**src/rtl/config_stream_loader_if.sv**
```systemverilog
// rtl/config_stream_loader_if.sv - word handshake bundle for config_stream_loader
// Carries the bitstream input words and the readback output words.
//   word_in_valid/ready/data   : bitstream words, master -> loader
//   word_out_valid/ready/data  : readback words, loader -> master
// The loader connects through the slave modport; the word source/sink uses master.
interface config_stream_loader_if #(
  parameter int WORD_WIDTH = 32
);
  logic                  word_in_valid;
  logic                  word_in_ready;
  logic [WORD_WIDTH-1:0] word_in_data;
  logic                  word_out_valid;
  logic                  word_out_ready;
  logic [WORD_WIDTH-1:0] word_out_data;

  modport master (
    output word_in_valid, word_in_data, word_out_ready,
    input  word_in_ready, word_out_valid, word_out_data
  );

  modport slave (
    input  word_in_valid, word_in_data, word_out_ready,
    output word_in_ready, word_out_valid, word_out_data
  );
endinterface

```
**src/rtl/config_stream_loader.sv**
```systemverilog
// rtl/config_stream_loader.sv - serialises bitstream words into a configuration chain with optional readback
// Ports:
//   config_clock, config_nreset : clock, asynchronous active-low reset
//   start, readback_en          : begin a load (IDLE only), return old chain contents
//   bus (slave)                 : word_in / word_out handshakes
//   chain_out, chain_enable     : serial data and shift strobe into the chain head
//   chain_in                    : serial data from the chain tail
//   busy, done                  : not idle, one-cycle completion pulse
module config_stream_loader #(
  parameter int CHAIN_LENGTH = 4096,
  parameter int WORD_WIDTH   = 32
) (
  input  logic                         config_clock,
  input  logic                         config_nreset,
  input  logic                         start,
  input  logic                         readback_en,
  config_stream_loader_if.slave        bus,
  output logic                         chain_out,
  input  logic                         chain_in,
  output logic                         chain_enable,
  output logic                         busy,
  output logic                         done
);
  localparam int NUM_WORDS = (CHAIN_LENGTH + WORD_WIDTH - 1) / WORD_WIDTH;
  localparam int BIT_CNT_W = $clog2(CHAIN_LENGTH + 1);
  localparam int WRD_CNT_W = $clog2(NUM_WORDS + 1);
  localparam int POS_W     = $clog2(WORD_WIDTH);
  // Unused high bit positions of the final word; its readback is right-aligned by this much.
  localparam int PAD_BITS  = NUM_WORDS * WORD_WIDTH - CHAIN_LENGTH;

  localparam logic [BIT_CNT_W-1:0] LAST_BIT  = BIT_CNT_W'(CHAIN_LENGTH - 1);
  localparam logic [WRD_CNT_W-1:0] LAST_WORD = WRD_CNT_W'(NUM_WORDS - 1);
  localparam logic [POS_W-1:0]     WORD_TOP  = POS_W'(WORD_WIDTH - 1);

  typedef enum logic [2:0] {
    ST_IDLE,
    ST_LOAD,
    ST_SHIFT,
    ST_DRAIN,
    ST_DONE
  } state_t;

  state_t                state_q, state_d;
  logic                  rb_q, rb_d;
  logic [WORD_WIDTH-1:0] shift_q, shift_d;
  logic [WORD_WIDTH-1:0] rdbk_q, rdbk_d;
  logic [WORD_WIDTH-1:0] out_data_q, out_data_d;
  logic                  out_valid_q, out_valid_d;
  logic [BIT_CNT_W-1:0]  bit_cnt_q, bit_cnt_d;
  logic [WRD_CNT_W-1:0]  word_cnt_q, word_cnt_d;
  logic [POS_W-1:0]      pos_q, pos_d;

  logic                  last_bit;
  logic                  final_word;
  logic                  shift_en;
  logic [WORD_WIDTH-1:0] rdbk_next;

  assign bus.word_out_valid = out_valid_q;
  assign bus.word_out_data  = out_data_q;

  always_comb begin
    state_d           = state_q;
    rb_d              = rb_q;
    shift_d           = shift_q;
    rdbk_d            = rdbk_q;
    out_data_d        = out_data_q;
    out_valid_d       = out_valid_q;
    bit_cnt_d         = bit_cnt_q;
    word_cnt_d        = word_cnt_q;
    pos_d             = pos_q;
    chain_enable      = 1'b0;
    chain_out         = 1'b0;
    bus.word_in_ready = 1'b0;
    done              = 1'b0;
    busy              = (state_q != ST_IDLE);
    shift_en          = 1'b0;
    final_word        = (word_cnt_q == LAST_WORD);
    // A word ends on a full word or when the chain is full (short final word).
    last_bit          = (pos_q == WORD_TOP) || (bit_cnt_q == LAST_BIT);
    rdbk_next         = {chain_in, rdbk_q[WORD_WIDTH-1:1]};

    if (out_valid_q && bus.word_out_ready) begin
      out_valid_d = 1'b0;
    end

    case (state_q)
      ST_IDLE: begin
        if (start) begin
          state_d    = ST_LOAD;
          rb_d       = readback_en;
          bit_cnt_d  = '0;
          word_cnt_d = '0;
        end
      end
      ST_LOAD: begin
        bus.word_in_ready = 1'b1;
        if (bus.word_in_valid) begin
          shift_d = bus.word_in_data;
          pos_d   = '0;
          state_d = ST_SHIFT;
        end
      end
      ST_SHIFT: begin
        // Only the word-completing shift needs room in the readback output register.
        shift_en = !(rb_q && last_bit && out_valid_q && !bus.word_out_ready);
        if (shift_en) begin
          chain_enable = 1'b1;
          chain_out    = shift_q[0];
          shift_d      = shift_q >> 1;
          rdbk_d       = rdbk_next;
          bit_cnt_d    = bit_cnt_q + BIT_CNT_W'(1);
          pos_d        = pos_q + POS_W'(1);
          if (last_bit) begin
            word_cnt_d = word_cnt_q + WRD_CNT_W'(1);
            if (rb_q) begin
              out_valid_d = 1'b1;
              out_data_d  = final_word ? (rdbk_next >> PAD_BITS) : rdbk_next;
            end
            state_d = final_word ? ST_DRAIN : ST_LOAD;
          end
        end
      end
      ST_DRAIN: begin
        if (!rb_q || !out_valid_q) begin
          state_d = ST_DONE;
        end
      end
      ST_DONE: begin
        done    = 1'b1;
        state_d = ST_IDLE;
      end
      default: state_d = ST_IDLE;
    endcase
  end

  always_ff @(posedge config_clock or negedge config_nreset) begin
    if (!config_nreset) begin
      state_q     <= ST_IDLE;
      rb_q        <= 1'b0;
      shift_q     <= '0;
      rdbk_q      <= '0;
      out_data_q  <= '0;
      out_valid_q <= 1'b0;
      bit_cnt_q   <= '0;
      word_cnt_q  <= '0;
      pos_q       <= '0;
    end else begin
      state_q     <= state_d;
      rb_q        <= rb_d;
      shift_q     <= shift_d;
      rdbk_q      <= rdbk_d;
      out_data_q  <= out_data_d;
      out_valid_q <= out_valid_d;
      bit_cnt_q   <= bit_cnt_d;
      word_cnt_q  <= word_cnt_d;
      pos_q       <= pos_d;
    end
  end
endmodule

```
**src/flat_wrapper.sv**
```systemverilog
// flat-port wrapper written by rule: the top's interface ports become plain ports
module config_stream_loader_flat 
#(
  parameter int CHAIN_LENGTH = 4096,
  parameter int WORD_WIDTH   = 32
)
  (config_clock, config_nreset, start, readback_en, chain_out, chain_in, chain_enable, busy, done, bus_word_in_valid, bus_word_in_data, bus_word_out_ready, bus_word_in_ready, bus_word_out_valid, bus_word_out_data);
  config_stream_loader_if #(.WORD_WIDTH(WORD_WIDTH)) bus_i ();
  input  logic config_clock;
  input  logic config_nreset;
  input  logic start;
  input  logic readback_en;
  output logic chain_out;
  input  logic chain_in;
  output logic chain_enable;
  output logic busy;
  output logic done;
  input wire logic [$bits(bus_i.word_in_valid)-1:0] bus_word_in_valid;
  input wire logic [$bits(bus_i.word_in_data)-1:0] bus_word_in_data;
  input wire logic [$bits(bus_i.word_out_ready)-1:0] bus_word_out_ready;
  output wire logic [$bits(bus_i.word_in_ready)-1:0] bus_word_in_ready;
  output wire logic [$bits(bus_i.word_out_valid)-1:0] bus_word_out_valid;
  output wire logic [$bits(bus_i.word_out_data)-1:0] bus_word_out_data;
  assign bus_i.word_in_valid = bus_word_in_valid;
  assign bus_i.word_in_data = bus_word_in_data;
  assign bus_i.word_out_ready = bus_word_out_ready;
  assign bus_word_in_ready = bus_i.word_in_ready;
  assign bus_word_out_valid = bus_i.word_out_valid;
  assign bus_word_out_data = bus_i.word_out_data;
  config_stream_loader #(.CHAIN_LENGTH(CHAIN_LENGTH), .WORD_WIDTH(WORD_WIDTH)) u_core (.config_clock(config_clock), .config_nreset(config_nreset), .start(start), .readback_en(readback_en), .bus(bus_i), .chain_out(chain_out), .chain_in(chain_in), .chain_enable(chain_enable), .busy(busy), .done(done));
endmodule
```
**config.mk**
```make
export PLATFORM = sky130hd
export DESIGN_NAME = config_stream_loader_flat
export DESIGN_NICKNAME = d
export VERILOG_FILES = /design/src/rtl/config_stream_loader_if.sv /design/src/rtl/config_stream_loader.sv /design/src/flat_wrapper.sv
export SDC_FILE = /design/constraint.sdc
export NUM_CORES = 1
export LEC_CHECK = 0
export CORE_MARGIN = 5
export CORE_UTILIZATION = 40
export DETAILED_ROUTE_END_ITERATION = 10
export PLACE_DENSITY_LB_ADDON = 0.15
export SLEW_MARGIN = 20
export SYNTH_ARGS = -nofsm -noshare
export SYNTH_HDL_FRONTEND = slang
export SYNTH_SLANG_ARGS = --single-unit
```
**constraint.sdc**
```tcl
create_clock -name config_clock -period 6.65 [get_ports config_clock]
set_clock_uncertainty 0.15 [all_clocks]
set_input_delay 1.33 -clock config_clock [delete_from_list [all_inputs] [get_ports config_clock]]
set_output_delay 1.33 -clock config_clock [all_outputs]
set_load 0.03 [all_outputs]
```
# Yosys cells after proc, flatten, opt, wreduce, memory -nomap -nowiden
# Cells that the tools add are included.
# totals
elab_cells	76
reg_bits	127
out_inout_bits	38
input_bits	39
# classes
reduce_logical	20
n_addsub	3
n_eq_ne	12
muxes	31
n_bitwise	1
# op_table
operator	count
$mux W32	2
$pmux W32 S2	1
$mux W13	2
$pmux W13 S2	1
$mux W8	3
$pmux W8 S2	1
$mux W3	5
$add A13 B1 Y13 const B	1
$eq A13 B12 Y1 const B	1
$pmux W3 S4	1
$mux W1	11
$mux W5	2
$pmux W5 S2	1
$add A8 B1 Y8 const B	1
$eq A8 B7 Y1 const B	1
$reduce_and A4 Y1	2
$eq A3 B2 Y1 const B	2
$ne A2 B2 Y1 const B	3
$reduce_and A3 Y1	2
$add A5 B1 Y5 const B	1
$eq A5 B5 Y1 const B	1
$reduce_and A5 Y1	1
$logic_and A1 B1 Y1	4
$ne A2 B1 Y1 const B	2
10 further kinds	15

# Longest topological paths before layout
# depth
ltp_word	7
depth_mapped	10
depth_no_buf	8

# Worst setup path after synthesis
# Ideal clock, no wire load.
# synth_timing
path_type	input to output
from	input bus_word_out_ready
to	output chain_out
stages	7
path_buffers	2
t_required_ns	5.170
t_arrival_ns	2.391
setup_slack_ns	2.779
cell_sequence	nor2b_1 > a21oi_2 > a21oi_4 > inv_2 > buf_6 > buf_6 > and2_1
# synth_between
elab_chain_cells	4
# synth_lines
item	line_no	text
start: declaration	flat_wrapper.sv:20	input wire logic [$bits(bus_i.word_out_ready)-1:0] bus_word_out_ready;
$logic_not A1 Y1	config_stream_loader.sv:105	shift_en = !(rb_q && last_bit && out_valid_q && !bus.word_out_ready);
$logic_and A1 B1 Y1	config_stream_loader.sv:105	
$mux W1	config_stream_loader.sv:106	if (shift_en) begin
$mux W1	config_stream_loader.sv:86	case (state_q)
end: declaration	flat_wrapper.sv:13	output logic chain_out;
# Every way passes these cells.

# Worst setup path after layout
# Same ends and word-level chain as after synthesis.

==> metrics.yaml <==
outcome:
  status: "completed"
run:
  cap_violations: 0
finish:
  final_common_cell: "dfrtp_1"
  area_growth_pct: 25.5
  mostFrequentLayoutCells: "dfrtp_1 (126), nand2_1 (123), clkdlybuf4s50_1 (75), nor2_1 (36), o22ai_1 (32)"
  diodes: 0
  fillCellCount: 1244
  drive_gt1_share_pct: 14.0
  final_cell_count_no_fill: 776
  nNetsFinal: 633
sta:
  worst_pin_slew_ns: 0.900
  fin_crit_ns: 5.18
  final.period_utilization_pct: 77.9
  drv_slew: 0
  hold_viol: 0
  fmax_mhz: 193
  fin_tns_setup_ns: 0
  rsz0062_at_grt: "false"
  setup_viol: 0
  relSlewSlack_pct: 40.0
critical_path:
  required_ns: 5.17
  crit_fanout: 34
  max_stage_delay_ns: 0.67
  crit_type: "in2out"
  r2r_slack_ns: 3.52
  critPathSlowestCell: "clkdlybuf4s50_1"
  crit_chain: "clkdlybuf4s50_1 -> nor2b_1 -> a21oi_2 -> a21oi_4 -> inv_2 -> and2_1 -> clkdlybuf4s50_1"
  critPathCaptureType: "output port"
  cp_common_cell: "clkdlybuf4s50_1"
  startpoint_type: "primary input"
  critPathArrivalTime_ns: 3.70
yosys:
  yosysTopAreaCellShare_pct: 57.6
  syn_avg_cell_area_um2: 10.5
  synth_fp_nets: 562
  synth-main-ff-cell: "dfrtp_1"
  synth-seq-area-share_pct: 57.6
  synthTopCellsByArea: "dfrtp_1 (58%), nand2_1 (8.5%), mux2_2 (6.4%)"
  synth_edf_count: 0
  syn_area_um2: 5470
  yosys_register_bits: 126
  yosysTopAreaCell: "dfrtp_1"
  async_reset_ff_share_pct: 100
  yosysWarnings: 0
  netlist_instances: 519
  synth.distinct_cells: 49
cts:
  clockBufferDepth: 2
  clkTransAtPathRegs_ns: 0.05
  htree_levels: 4
  cts_tree: "built"
  cts_buffers: 17
  cts.sinks: 126
  post_cts_buffers: 0
  clk_latency_ns: 0.41
  root_buffer: "clkbuf_16"
  cts_resized: 0
  cts_hold_buffers: 0
floorplan:
  initial_utilization_pct: 41.0
  die_height_um: 127
  fp.dieArea_um2: 16100
  io_pins: 77
  fp.dieW_um: 127
  core_um2: 13300
  row_count: 42
place:
  io_buffers: 76
  gp_congestion: 0.788
  dp_hpwl_mm: 7.27
  dp.cells: 747
route:
  post_drt_wl_per_cell_um: 15.0
  detail-route-antenna-nets: 0
  via_count: 4010
  viasPerCell: 5.17
  drt-total-wl_mm: 11.6
  initialDrtViolationCount: 307
  first_pass_iters: 4
  drc: 0
global_routing:
  grt_antenna_before_repair: 0
  grt-ovfl-total: 0
  grt_pass1_wl_mm: 19.3
  grt_max_degree: 87
  track_usage_pct: 14.9
  grt_pass1_vias: 3876
pwr:
  p_sw_share_pct: 35.2
  vdd_drop_max_v: 0.000295
  pwr-share-clk_pct: 31.5
  power.density_nw_per_um2: 401
  pwr-share-seq_pct: 39.9
  p_int_w: 0.00178
  comb_power_share_pct: 28.6
  p_switching_w: 0.000969
  p_leak_nw: 3.12
min_path:
  hold_path.class: "reg2reg"
[power groups by stage]
stage,combinational (W),sequential [W],clock (W)
finish,0.000788,0.00110,0.000866
global route,0.000883,0.00112,0.000919
CTS,0.000798,0.00110,0.000888
detailed placement,0.000791,0.00111,0
global placement,0.000772,0.00110,0
floorplan,0.000669,0.00106,0
[kinds of logic (layout without fill, tap and decap cells)]
logic type	after synthesis	after routing	synth area share, %
compound gates	80	80	9.58
xor+xnor	2	2	0.320
fa+ha+maj	4	4	0.915
buf+inv	33	114	3.80
flops	126	126	57.6
mux	36	36	7.32
simple gates	238	238	20.4
[state kept, by name, indices dropped and copies added (netlist names)]
register / cells
u_core.bus.word_out_data: 32
u_core.shift_q: 32
u_core.rdbk_q: 31
u_core.bit_cnt_q: 13
u_core.word_cnt_q: 8
u_core.pos_q: 5
u_core.state_q: 3
u_core.bus.word_out_valid: 1
u_core.rb_q: 1
[critical path, delay by kind of cell]
family / cells / cell delay, ns
compound gates: 2 / 0.37
buf+inv: 3 / 1.68
simple gates: 2 / 0.33
[path summary, 6_finish.rpt]
check | cells after the start | startpoint | to
min in group asynchronous | 1 | config_nreset | u_core.word_cnt_q[0]$_DFFE_PN0P_
setup reg to reg | 9 | u_core.pos_q[0]$_DFFE_PN0P_ | u_core.pos_q[3]$_DFFE_PN0P_
setup / recovery | 7 | bus_word_out_ready | chain_out
max in group asynchronous | 2 | config_nreset | u_core.rdbk_q[13]$_DFFE_PN0P_
hold / removal | 2 | u_core.rdbk_q[1]$_DFFE_PN0P_ | u_core.rdbk_q[1]$_DFFE_PN0P_
hold reg to reg | 2 | u_core.rdbk_q[1]$_DFFE_PN0P_ | u_core.rdbk_q[1]$_DFFE_PN0P_
[metrics by stage]
stage	utilization [%]	setup slack [ns]	hold WS, ns	cell area [um2]	total power, W
2_1_floorplan	-	2.78	0.282	5470	0.00173
3_3_place_gp	47.2	1.51	0.294	6300	0.00187
3_5_place_dp	47.2	1.50	0.317	6300	0.00190
4_1_cts	51.4	1.48	0.329	6860	0.00278
5_1_grt	51.4	1.36	0.345	6870	0.00293
6_report	51.4	1.47	0.323	6870	0.00275
[Yosys cell counts (all sizes together) (6+ instances only)]
master / count
o21ai: 12
nor3: 34
dfrtp: 126
a31oi: 6
mux2: 32
o31ai: 6
nand2: 124
nor2: 37
o22ai: 32
a21oi: 10
clkbuf: 8
buf: 21
nand3: 13
[cell type report]
type / count / area (um2) / area share [%]
clock buffers: 23 / 498 / 7.25
well taps: 176 / 220 / 3.21
inverters: 4 / 15.0 / 0.219
multi-input cells: 360 / 2120 / 30.9
repair buffers: 81 / 800 / 11.6
flip-flops and latches: 126 / 3150 / 45.9
clock inverters: 6 / 60.1 / 0.875
[metal layers]
metal | track usage (%) | wire length (um) | vias to the layer above
met4 | 7.19 | 247 | 0
met5 | 0 | 0 | -
met3 | 4.08 | 454 | 20
met1 | 19.5 | 5440 | 1962
met2 | 23.0 | 5480 | 70
li1 | - | - | 1958
(Power assumes the default switching activity.)
